--- config.mk ---
export PLATFORM = sky130hd
export DESIGN_NAME = svga_sync_flat
export DESIGN_NICKNAME = d
export VERILOG_FILES = /design/src/rtl/svga_timing_pkg.sv /design/src/rtl/svga_sync_if.sv /design/src/rtl/sync_axis_counter.sv /design/src/rtl/svga_sync.sv /design/src/flat_wrapper.sv
export SDC_FILE = /design/constraint.sdc
export NUM_CORES = 1
export LEC_CHECK = 0
export CORE_ASPECT_RATIO = 1.4
export CORE_MARGIN = 3
export CORE_UTILIZATION = 45
export CTS_CLUSTER_DIAMETER = 50
export CTS_CLUSTER_SIZE = 25
export DETAILED_ROUTE_END_ITERATION = 10
export GPL_ROUTABILITY_DRIVEN = 0
export PLACE_DENSITY_LB_ADDON = 0.12
export SETUP_SLACK_MARGIN = 0.2
export SYNTH_ARGS = -nofsm -noshare
export SYNTH_HDL_FRONTEND = slang
export SYNTH_SLANG_ARGS = --single-unit
export TNS_END_PERCENT = 5
--- constraint.sdc ---
create_clock -name clock -period 3.52 [get_ports clock]
set_clock_uncertainty 0.2 [all_clocks]
set_input_delay 0.704 -clock clock [delete_from_list [all_inputs] [get_ports clock]]
set_output_delay 0.704 -clock clock [all_outputs]
set_load 0.005 [all_outputs]
--- src/rtl/svga_timing_pkg.sv ---
// Shared SVGA 800x600@72 raster constants. The pixel/sprite pipeline imports
// the same bounds so its visible-area tests agree with the sync generator.
package svga_timing_pkg;
    localparam int H_VISIBLE   = 800;
    localparam int H_FRONT     = 56;
    localparam int H_SYNC      = 120;
    localparam int H_BACK      = 64;
    localparam int V_VISIBLE   = 600;
    localparam int V_FRONT     = 37;
    localparam int V_SYNC      = 6;
    localparam int V_BACK      = 23;
    localparam int SYNC_ACTIVE = 1;

    localparam int H_TOTAL = H_VISIBLE + H_FRONT + H_SYNC + H_BACK;
    localparam int V_TOTAL = V_VISIBLE + V_FRONT + V_SYNC + V_BACK;

    localparam int H_W = 11;
    localparam int V_W = 10;
endpackage

--- src/rtl/svga_sync_if.sv ---
// Raster output bundle: sync pulses, visible qualifier and pixel coordinates.
interface svga_sync_if;
    import svga_timing_pkg::*;

    logic           hsync;
    logic           vsync;
    logic           video_enable;
    logic [H_W-1:0] pixel_x;
    logic [V_W-1:0] pixel_y;

    modport master (output hsync, vsync, video_enable, pixel_x, pixel_y);
    modport slave  (input  hsync, vsync, video_enable, pixel_x, pixel_y);
endinterface

--- src/rtl/sync_axis_counter.sv ---
// One raster axis: wrapping position counter plus sync/visible flags of the
// *next* position, so the parent can register them in step with the count.
module sync_axis_counter #(
    parameter int VISIBLE = 800,
    parameter int FRONT   = 56,
    parameter int SYNC    = 120,
    parameter int BACK    = 64,
    parameter int W       = 11
) (
    input  logic         clock,
    input  logic         reset,
    input  logic         en_i,
    output logic [W-1:0] count_o,
    output logic         wrap_o,
    output logic         sync_nxt_o,
    output logic         vis_nxt_o
);
    localparam int           TOTAL   = VISIBLE + FRONT + SYNC + BACK;
    localparam logic [W-1:0] LAST    = W'(TOTAL - 1);
    localparam logic [W-1:0] SYNC_LO = W'(VISIBLE + FRONT);
    localparam logic [W-1:0] SYNC_HI = W'(VISIBLE + FRONT + SYNC);
    localparam logic [W-1:0] VIS_END = W'(VISIBLE);

    logic [W-1:0] count_q, count_d;

    always_comb begin
        wrap_o  = en_i && (count_q == LAST);
        count_d = count_q;
        if (en_i)
            count_d = wrap_o ? '0 : count_q + 1'b1;
        sync_nxt_o = (count_d >= SYNC_LO) && (count_d < SYNC_HI);
        vis_nxt_o  = (count_d < VIS_END);
    end

    always_ff @(posedge clock or negedge reset) begin
        if (!reset) count_q <= '0;
        else        count_q <= count_d;
    end

    assign count_o = count_q;
endmodule

--- src/rtl/svga_sync.sv ---
// SVGA raster timing generator, one pixel per clock. Sync and video_enable are
// registered from next-state counts so they line up with pixel_x/pixel_y.
module svga_sync #(
    parameter int H_VISIBLE   = svga_timing_pkg::H_VISIBLE,
    parameter int H_FRONT     = svga_timing_pkg::H_FRONT,
    parameter int H_SYNC      = svga_timing_pkg::H_SYNC,
    parameter int H_BACK      = svga_timing_pkg::H_BACK,
    parameter int V_VISIBLE   = svga_timing_pkg::V_VISIBLE,
    parameter int V_FRONT     = svga_timing_pkg::V_FRONT,
    parameter int V_SYNC      = svga_timing_pkg::V_SYNC,
    parameter int V_BACK      = svga_timing_pkg::V_BACK,
    parameter int SYNC_ACTIVE = svga_timing_pkg::SYNC_ACTIVE
) (
    input  logic        clock,
    input  logic        reset,
    svga_sync_if.master vga_o
);
    localparam int   H_W = svga_timing_pkg::H_W;
    localparam int   V_W = svga_timing_pkg::V_W;
    localparam logic ACT = (SYNC_ACTIVE != 0);

    logic [H_W-1:0] h_count;
    logic [V_W-1:0] v_count;
    logic           h_wrap, h_sync_nxt, h_vis_nxt;
    logic           v_wrap_unused, v_sync_nxt, v_vis_nxt;
    logic           hsync_q, vsync_q, ven_q;
    logic           hsync_d, vsync_d, ven_d;

    sync_axis_counter #(
        .VISIBLE(H_VISIBLE), .FRONT(H_FRONT), .SYNC(H_SYNC), .BACK(H_BACK), .W(H_W)
    ) u_h (
        .clock(clock), .reset(reset), .en_i(1'b1),
        .count_o(h_count), .wrap_o(h_wrap),
        .sync_nxt_o(h_sync_nxt), .vis_nxt_o(h_vis_nxt)
    );

    // Lines advance only on the end-of-line wrap; frame wrap needs no consumer.
    sync_axis_counter #(
        .VISIBLE(V_VISIBLE), .FRONT(V_FRONT), .SYNC(V_SYNC), .BACK(V_BACK), .W(V_W)
    ) u_v (
        .clock(clock), .reset(reset), .en_i(h_wrap),
        .count_o(v_count), .wrap_o(v_wrap_unused),
        .sync_nxt_o(v_sync_nxt), .vis_nxt_o(v_vis_nxt)
    );

    always_comb begin
        hsync_d = h_sync_nxt ? ACT : ~ACT;
        vsync_d = v_sync_nxt ? ACT : ~ACT;
        ven_d   = h_vis_nxt && v_vis_nxt;
    end

    // (0,0) is visible, so video_enable resets high.
    always_ff @(posedge clock or negedge reset) begin
        if (!reset) begin
            hsync_q <= ~ACT;
            vsync_q <= ~ACT;
            ven_q   <= 1'b1;
        end else begin
            hsync_q <= hsync_d;
            vsync_q <= vsync_d;
            ven_q   <= ven_d;
        end
    end

    assign vga_o.hsync        = hsync_q;
    assign vga_o.vsync        = vsync_q;
    assign vga_o.video_enable = ven_q;
    assign vga_o.pixel_x      = h_count;
    assign vga_o.pixel_y      = v_count;
endmodule

--- src/flat_wrapper.sv ---
// flat-port wrapper written by rule: the top's interface ports become plain ports
module svga_sync_flat 
#(
    parameter int H_VISIBLE   = svga_timing_pkg::H_VISIBLE,
    parameter int H_FRONT     = svga_timing_pkg::H_FRONT,
    parameter int H_SYNC      = svga_timing_pkg::H_SYNC,
    parameter int H_BACK      = svga_timing_pkg::H_BACK,
    parameter int V_VISIBLE   = svga_timing_pkg::V_VISIBLE,
    parameter int V_FRONT     = svga_timing_pkg::V_FRONT,
    parameter int V_SYNC      = svga_timing_pkg::V_SYNC,
    parameter int V_BACK      = svga_timing_pkg::V_BACK,
    parameter int SYNC_ACTIVE = svga_timing_pkg::SYNC_ACTIVE
)
  (clock, reset, vga_o_hsync, vga_o_vsync, vga_o_video_enable, vga_o_pixel_x, vga_o_pixel_y);
  svga_sync_if vga_o_i ();
  input  logic clock;
  input  logic reset;
  output wire logic [$bits(vga_o_i.hsync)-1:0] vga_o_hsync;
  output wire logic [$bits(vga_o_i.vsync)-1:0] vga_o_vsync;
  output wire logic [$bits(vga_o_i.video_enable)-1:0] vga_o_video_enable;
  output wire logic [$bits(vga_o_i.pixel_x)-1:0] vga_o_pixel_x;
  output wire logic [$bits(vga_o_i.pixel_y)-1:0] vga_o_pixel_y;
  assign vga_o_hsync = vga_o_i.hsync;
  assign vga_o_vsync = vga_o_i.vsync;
  assign vga_o_video_enable = vga_o_i.video_enable;
  assign vga_o_pixel_x = vga_o_i.pixel_x;
  assign vga_o_pixel_y = vga_o_i.pixel_y;
  svga_sync #(.H_VISIBLE(H_VISIBLE), .H_FRONT(H_FRONT), .H_SYNC(H_SYNC), .H_BACK(H_BACK), .V_VISIBLE(V_VISIBLE), .V_FRONT(V_FRONT), .V_SYNC(V_SYNC), .V_BACK(V_BACK), .SYNC_ACTIVE(SYNC_ACTIVE)) u_core (.clock(clock), .reset(reset), .vga_o(vga_o_i));
endmodule
==> results by group, run 1 <==
Floorplan
  – Die area: 4060 um^2
  – DIE HEIGHT: 74.2 um
  – Chip width: 54.7 um
  – Row count: 24
  – Core area: 3150 um^2
  – Top Ports: 26
  – Initial Util: 47.4%

Clocking
  – Hold bufs inserted after CTS: 0
  – Post-CTS Setup Bufs: 0
  – CTS tree: done
  – H-tree depth: 1
  – Num CTS Buffers: 3
  – Sink Count: 24
  – Clk_lat worst skew: 260 ps
  – Clk pin slew, worst setup/hold paths: 80 ps
  – Root Buffer: clkbuf_8
  – Quantity of gates resized following cts: 0
  – Max Root-Sink Buffers: 2

Timing
  – Final Slew Violations: 0
  – Relative slew margins: 61.8%
  – Slew @ Worst Pin: 574 ps
  – Hold Violations, Final: 0
  – Period utilization: 84.8%
  – Unrepaired setup endpoints after global routing: false
  – Fmax: 0.335 GHz
  – Crit path time final: 2980 ps
  – Final setup TNS: 0 ps
  – Final setup violation count: 0

Power and ir drop
  – Switching Share: 19.2%
  – Clock power share: 39.5%
  – Internal: 0.377 mW
  – Power share of the sequential group: 59.0%
  – Gate power share: 1.5%
  – PwrDens: 258 nW/um^2
  – Max VDD drop: 0.205 mV
  – P_leak: 0.763 nW
  – Psw: 0.0898 mW

Run status
  – Outcome: completed

Flow run
  – Max-cap viol count: 0

Detailed routing
  – Vias per std cell: 6.12
  – WL per Instance: 16.0 um
  – DR iter-0 viols: 54
  – DRT Pass-1 Iters: 4
  – Total Wirelength: 3520 um
  – Routed Antenna Nets: 0
  – Routed vias: 1347
  – DRC: 0

Yosys
  – Syn_area_per_cell: 9.40 um^2
  – Yosys warning count: 0
  – Synth top area share: 38.5%
  – Ys flop type: dfrtp_1
  – Post-synth top area cell: dfrtp_1
  – Post-synth EDFFs: 0
  – FFs w/ async S/R, synth: 100%
  – Post-Synthesis Cells: 159
  – Mapped cell area: 1490 um^2
  – Sequential area share after synthesis: 40.3%
  – Netlist cell types: 51
  – Commonest cells in the netlist: dfrtp_1, nand2_1, inv_1, nand4_1, nor2_1
  – Syn nets: 164
  – Synth area leaders: dfrtp_1, nand2_1, xnor2_1
  – Count leader, synth: dfrtp_1
  – Synthesized flop and latch total: 24

Finish
  – Area grow syn2layout: 20.9%
  – ANT cells: 0
  – NumNets Final: 187
  – Layout Utilization: 57.3%
  – Share of layout cells above drive strength 1: 4.97%
  – Fill cell count: 289
  – Post-route cell area: 1810 um^2

Critical path
  – Reg2Reg Setup Slack: 540 ps
  – Critical setup path kind: reg -> reg
  – Crit path required time: 3510 ps
  – Endpoint type of the worst setup path: flop
  – Crit start category: flop
  – CP max FO: 15
  – Arrival time worst endpoint: 2980 ps

Placement
  – DPL Wire Length: 2650 um
  – Port Buffers: 25
  – Placed instance area: 1750 um^2

Global routing
  – Overall global routing resource usage: 20.0%
  – First-pass GRT wire length: 6000 um
  – Antenna violations before repair: 0
  – Grt total ovfl: 0
  – Largest net degree at the start of global routing: 25
  – Via count of the first global-routing pass: 1312

Hold path
  – Hold Path Class: reg -> reg
## placed cells by master, fill, tap and decap left out, types with 4 or more instances in the layout
cell type,count
nor3_1,6
dfrtp_1,23
and3_1,5
clkbuf_8,4
o21ai_0,6
nand2_1,18
xor2_1,5
clkdlybuf4s50_1,25
xnor2_1,7
a21oi_1,4
nor2_1,8
nand4_1,8
inv_1,8
nand3_1,7
## cells by family after synthesis
| group | share of synthesized area [%] |
|---|---|
| and+or+nand+nor | 26.7 |
| AOI/OAI and AO/OA | 17.5 |
| DFF | 40.3 |
| buffers and inverters | 5.28 |
| xor gates and xnor gates | 7.04 |
| adders and majority gates | 2.51 |
| muxes | 0.670 |
## sequential cells by signal, indices dropped and copies added (netlist names)
name	flops
u_core.u_h.count_o	11
u_core.u_v.count_o	10
u_core.vga_o.hsync	1
u_core.vga_o.video_enable	1
u_core.vga_o.vsync	1
## per-stage QoR
step | power [mW] | setup WS [ps] | std cells | hold WS [ps]
finish | 0.467 | 536 | 220 | 305
global placement | 0.288 | 665 | 216 | 288
CTS | 0.475 | 528 | 220 | 307
global route | 0.486 | 320 | 220 | 351
floorplan | 0.281 | 920 | 159 | 208
detailed placement | 0.289 | 570 | 216 | 296
## power by group through the flow
stage / sequential [mW] / combinational [mW] / clock [mW]
4_1_cts: 0.275 / 0.00772 / 0.191
6_report: 0.275 / 0.00704 / 0.184
2_1_floorplan: 0.281 / 0.000000353 / 0
5_1_grt: 0.276 / 0.00835 / 0.202
3_5_place_dp: 0.281 / 0.00770 / 0
3_3_place_gp: 0.281 / 0.00743 / 0
## worst paths after layout
path	from	to	depth (start not counted)
max	u_core.u_h.count_o[8]$_DFF_PN0_	u_core.vga_o.vsync$_DFF_PN0_	7
min	u_core.u_h.count_o[0]$_DFF_PN0_	u_core.u_h.count_o[0]$_DFF_PN0_	1
max reg2reg	u_core.u_h.count_o[8]$_DFF_PN0_	u_core.vga_o.vsync$_DFF_PN0_	7
min reg2reg	u_core.u_h.count_o[0]$_DFF_PN0_	u_core.u_h.count_o[0]$_DFF_PN0_	1
max in group asynchronous	reset	u_core.vga_o.video_enable$_DFF_PN1_	2
min in group asynchronous	reset	u_core.u_h.count_o[5]$_DFF_PN0_	2
## layer usage
layer / track usage, % / up-vias / part of all wire [%]
met5: 0 / - / 0
met4: 11.4 / 0 / 4.3
met3: 2.81 / 13 / 4.3
met2: 31.7 / 55 / 51
met1: 25.2 / 633 / 41
li1: - / 646 / -
## area by class of cell
cell class	instances	area, um^2	area share (%)
multi-input combinational	119	813	45.0
tap	39	48.8	2.70
timing repair buffer	26	258	14.3
clock buffer	4	55.1	3.05
sequential	24	602	33.3
inverter	8	30.0	1.66
## critical path, cell delays in order, from the launching register on
cell and delay (ps):
dfrtp_1 490, nor4b_4 510, and3_1 600, nand4_1 180, xor2_1 190, inv_1 70, or4_1 510, a21oi_1 160
No activity file was read; power rests on OpenSTA's default activity.
==> run 2, diff against run 1 <==
Clock period 3.52 ns to 2.9 ns, I/O delays scaled along.
==> run 2 against run 1 <==
Against the previous run:
- sequential power grew 21%
- critical path depth rose by 1
- clock power up 61%
- total power rose by 37%
- core utilization is 7.1 points higher
- highest routed layer unchanged
- die area did not move
==> results by group, run 2 (synthesis results as in run 1) <==
Run status
  – Outcome: completed

Power and ir drop
  – PwrDens: 314 nW/um^2
  – Total chip power: 0.639 mW
  – P_leak: 0.894 nW
  – Max VDD drop: 0.297 mV

Critical path
  – Arrival time worst endpoint: 2620 ps
  – Endpoint type of the worst setup path: flop
  – Critical R2R Capture: u_core.vga_o.vsync$_DFF_PN0_
  – Worst path cell trace: ha_4 > and4b_2 > buf_4 > a41oi_1 > a31oi_4 > a211o_1 > or4_1 > a21oi_2
  – CP max FO: 6
  – Crit path required time: 2910 ps
  – CP max-delay cell: or4_1
  – Critical Path Max Stage Delay: 490 ps
  – Crit start category: flop
  – Reg2Reg Setup Slack: 290 ps
  – Reg2reg path depth: 8
  – Critical setup path kind: reg -> reg
  – Worst reg2reg startpoint: u_core.u_h.count_o[0]$_DFF_PN0_

Clocking
  – CTS tree: done
  – H-tree depth: 1
  – Clk pin slew, worst setup/hold paths: 90 ps
  – Root Buffer: clkbuf_8
  – Max Root-Sink Buffers: 2
  – Num CTS Buffers: 3
  – Hold bufs inserted after CTS: 0
  – Clk_lat worst skew: 270 ps
  – Sink Count: 24

Detailed routing
  – DRC: 0
  – Routed Antenna Nets: 0
  – Routed vias: 1431
  – DRT Pass-1 Iters: 4
  – Vias per std cell: 5.99
  – DR iter-0 viols: 47
  – WL per Instance: 16.4 um
  – Total Wirelength: 3930 um

Timing
  – Fmax: 0.383 GHz
  – Final Slew Violations: 0
  – Final setup violation count: 0
  – Slew @ Worst Pin: 433 ps
  – Unrepaired setup endpoints after global routing: false
  – Final setup TNS: 0 ps
  – Period utilization: 90.0%
  – Crit path time final: 2610 ps
  – Hold Violations, Final: 0
  – Relative slew margins: 70.7%

Global routing
  – Overall global routing resource usage: 20.8%
  – Antenna violations before repair: 0
  – First-pass GRT wire length: 6240 um
  – Largest net degree at the start of global routing: 25
  – Via count of the first global-routing pass: 1345
  – Grt total ovfl: 0

Finish
  – Max reg flops: 11
  – Area of the multi-input gates: 878 um^2
  – Area grow syn2layout: 36.0%
  – NumNets Final: 206
  – ANT cells: 0
  – Register Area: 603 um^2
  – Post-route cell area: 2030 um^2
  – Fill cell count: 262
  – Share of layout cells above drive strength 1: 18.5%
  – Most frequent cells in the layout: clkdlybuf4s50_1, dfrtp_1, buf_4, nand2_1
  – Most common cell after layout, fill and taps aside: clkdlybuf4s50_1

Placement
  – DPL Wire Length: 2850 um
  – Port Buffers: 25
  – Placed instance area: 1830 um^2

Hold path
  – Min-Delay Path Depth: 1
  – Hold Path Class: reg -> reg
  – Hold EP: u_core.u_h.count_o[9]$_DFF_PN0_
  – Hold path start: u_core.u_h.count_o[9]$_DFF_PN0_

Floorplan
  – Top Ports: 26
  – Chip width: 54.7 um
  – Row count: 24
  – Die area: 4060 um^2
  – Initial Util: 47.4%
  – DIE HEIGHT: 74.2 um
  – Core area: 3150 um^2

Flow run
  – Max-cap viol count: 0
==> run 2: what timing repair did <==
action                                  CTS  global route
hold endpoints to repair                  0             0
pin swaps                                 0             3
resized for setup                         3            11
buffers inserted                          0             9
endpoints found under the setup margin    1             2
==> run 2: critical path: cells and delay by family (launching register included) <==
family,cells,cell delay [ps]
AOI/OAI and AO/OA,4,800
adders and majority gates,1,200
buffers and inverters,1,160
DFF,1,440
and+or+nand+nor,2,760
==> run 2: layout make-up <==
class	instances	share of cell area (%)
Clock buffer	3	2.03
Inverter	8	1.48
Timing Repair Buffer	45	19.7
Sequential cell	24	29.7
Multi-Input combinational cell	119	43.2
Clock inverter	1	1.48
Tap cell	39	2.40
==> run 2: metrics by stage <==
step / hold WS [ps] / worst slack [ps] / util [%] / cells
floorplan: 84.4 / 300 / - / 159
global placement: 277 / 180 / 57.9 / 226
detailed placement: 292 / 81.2 / 57.9 / 226
CTS: 305 / 218 / 60.4 / 230
global route: 412 / 182 / 64.4 / 239
finish: 367 / 289 / 64.4 / 239
==> run 2: worst max path at each step <==
stage	from	cells after the start	slack [ps]	endpoint
2_1_floorplan	u_core.u_v.count_o[0]$_DFF_PN0_	7	300	u_core.vga_o.vsync$_DFF_PN0_
3_3_place_gp	u_core.u_h.count_o[0]$_DFF_PN0_	8	180	u_core.vga_o.vsync$_DFF_PN0_
3_5_place_dp	u_core.u_h.count_o[0]$_DFF_PN0_	7	80	u_core.vga_o.vsync$_DFF_PN0_
4_1_cts	u_core.u_v.count_o[1]$_DFF_PN0_	8	220	u_core.vga_o.vsync$_DFF_PN0_
5_1_grt	u_core.u_h.count_o[0]$_DFF_PN0_	8	180	u_core.vga_o.vsync$_DFF_PN0_
6_report	u_core.u_h.count_o[0]$_DFF_PN0_	8	290	u_core.vga_o.vsync$_DFF_PN0_
==> run 2: where the power goes <==
group	leakage (nW)	switching (mW)	total [mW]	internal [mW]
combinational	0.542	0.00677	0.00883	0.00206
clock	0.0357	0.111	0.296	0.185
sequential	0.316	0	0.334	0.334
==> run 2: per-layer routing <==
layer  GRT usage [%]  share of wire (%)
met4            12.7                5.4
met1            24.9                 39
met3            2.81                3.3
met5               0                  0
met2            34.1                 52
==> run 3, diff against run 2 <==
Clock period 2.9 ns to 2.14 ns, I/O delays scaled along.
==> run 3 against run 2 <==
Against the previous run:
- the run now ends with negative setup slack left
- combinational power up 30%
- global-route usage up 4.0 points
- largest power group unchanged
- fmax up 2.4%
- sequential power up 36%
- non-clock buffer count grew 31
- clock power grew 36%
- via count increased by 13%
- cell count up 13%
- critical endpoint unchanged
- largest cell class unchanged
- total power up 36%
==> results by group, run 3 (synthesis results as in run 1) <==
Global routing
  – Peak-usage layer in the global routing report: met2
  – Grt met2 use: 43.8%
  – Grt total ovfl: 0
  – Antenna violations before repair: 0
  – Via count of the first global-routing pass: 1657
  – Overall global routing resource usage: 24.8%
  – Largest net degree at the start of global routing: 25
  – Met3 usage: 2.40%
  – First-pass GRT wire length: 7440 um
  – Met1 Track Usage GR: 28.2%

Timing
  – Hold slack: 305 ps
  – Relative slew margins: 74.2%
  – Unrepaired setup endpoints after global routing: true
  – Final setup TNS: -868 ps
  – Crit path time final: 2550 ps
  – Period utilization: 119%
  – Fmax: 0.392 GHz
  – Final setup violation count: 4
  – PnR worst setup slack: -410 ps
  – Slew @ Worst Pin: 381 ps
  – Hold Violations, Final: 0
  – Final Slew Violations: 0

Floorplan
  – Top Ports: 26
  – Initial Util: 47.4%
  – Row count: 24
  – Chip width: 54.7 um
  – DIE HEIGHT: 74.2 um
  – Die area: 4060 um^2
  – Core area: 3150 um^2

Detailed routing
  – DR iter-0 viols: 78
  – Vias per std cell: 5.99
  – DRC: 0
  – DRT Pass-1 Iters: 4
  – Routed vias: 1617
  – Routed Antenna Nets: 0
  – WL per Instance: 16.9 um
  – Total Wirelength: 4570 um

Placement
  – DPL Wire Length: 3380 um
  – Port Buffers: 25

Clocking
  – Max Root-Sink Buffers: 2
  – Sink Count: 24
  – Root Buffer: clkbuf_8
  – Clk pin slew, worst setup/hold paths: 90 ps
  – Num CTS Buffers: 3
  – Clk_lat worst skew: 270 ps
  – H-tree depth: 1
  – Hold bufs inserted after CTS: 0
  – CTS tree: done

Power and ir drop
  – Switching Share: 18.6%
  – Psw: 0.162 mW
  – Gate power share: 1.3%
  – Internal: 0.706 mW
  – Power share of the sequential group: 52.2%
  – PwrDens: 372 nW/um^2
  – Max VDD drop: 0.273 mV
  – P_leak: 1.21 nW
  – Clock power share: 46.5%

Finish
  – NumNets Final: 237
  – Area grow syn2layout: 56.0%
  – ANT cells: 0
  – Most frequent cells in the layout: buf_4, dfrtp_1, nand2_1, clkdlybuf4s50_1
  – Most common cell after layout, fill and taps aside: buf_4
  – Share of layout cells above drive strength 1: 32.5%
  – Layout Utilization: 73.9%
  – Max reg flops: 11

Critical path
  – Crit path required time: 2150 ps
  – Endpoint type of the worst setup path: flop
  – Arrival time worst endpoint: 2560 ps
  – CP Launch Point: u_core.u_h.count_o[8]$_DFF_PN0_
  – Crit start category: flop
  – Worst reg2reg startpoint: u_core.u_h.count_o[8]$_DFF_PN0_
  – Critical setup path kind: reg -> reg
  – CP max FO: 5
  – Reg2Reg Setup Slack: -410 ps

Flow run
  – Max-cap viol count: 0

Run status
  – Failing checks: negative setup slack
  – Outcome: finished, violations left

Hold path
  – Hold Path Class: in -> async
## run 3: final timing paths
path,endpoint,cells past startpoint
worst max-delay path,u_core.vga_o.vsync$_DFF_PN0_,8
worst min-delay path,u_core.u_h.count_o[2]$_DFF_PN0_,2
worst max register to register,u_core.vga_o.vsync$_DFF_PN0_,8
worst min register to register,u_core.u_v.count_o[1]$_DFF_PN0_,2
max in group asynchronous,u_core.vga_o.video_enable$_DFF_PN1_,2
min in group clock,u_core.u_v.count_o[1]$_DFF_PN0_,2
## run 3: timing repair
item                                    in CTS  in global routing
endpoints found under the setup margin      19                 19
pin swaps                                    5                  5
gates resized for setup                     22                 16
setup buffers                                3                  0
## run 3: metal layers
metal / share of wire (%) / wire length [um] / vias to the layer above
li1: - / - / 744
met1: 38 / 1750 / 786
met2: 54 / 2480 / 73
met3: 4.2 / 191 / 14
met4: 3.5 / 159 / 0
met5: 0 / 0 / -
## run 3: final cells by class
class | count | area [um^2]
multi-input combinational | 119 | 901
timing repair buffer | 76 | 676
inverter | 8 | 30.0
fill | 236 | 822
sequential | 24 | 604
clock buffer | 3 | 41.3
clock inverter | 1 | 30.0
tap | 39 | 48.8
## run 3: power by group through the flow
stage	sequential, mW	clock, mW	combinational, mW
final	0.453	0.403	0.0115
after global routing	0.453	0.424	0.0135
after detailed placement	0.462	0	0.0124
after global placement	0.462	0	0.0120
after CTS	0.453	0.411	0.0124
after floorplan	0.462	0	0.000000363
## run 3: worst max-delay path: stages (launching register included)
cell     delay, ps
dfrtp_1        420
nor4b_4        350
buf_4          200
buf_4          110
nand4_1        210
xnor2_1        260
nand3_1        110
or4b_4         490
a21oi_2        120
## run 3: stage by stage
| step | setup WS (ps) | total power, mW | instance area (um^2) | cells |
|---|---|---|---|---|
| after floorplan | -317 | 0.462 | 1520 | 159 |
| after global placement | -326 | 0.474 | 2130 | 263 |
| after detailed placement | -371 | 0.475 | 2130 | 263 |
| after CTS | -348 | 0.876 | 2270 | 270 |
| after global routing | -520 | 0.891 | 2330 | 270 |
| final | -410 | 0.868 | 2330 | 270 |
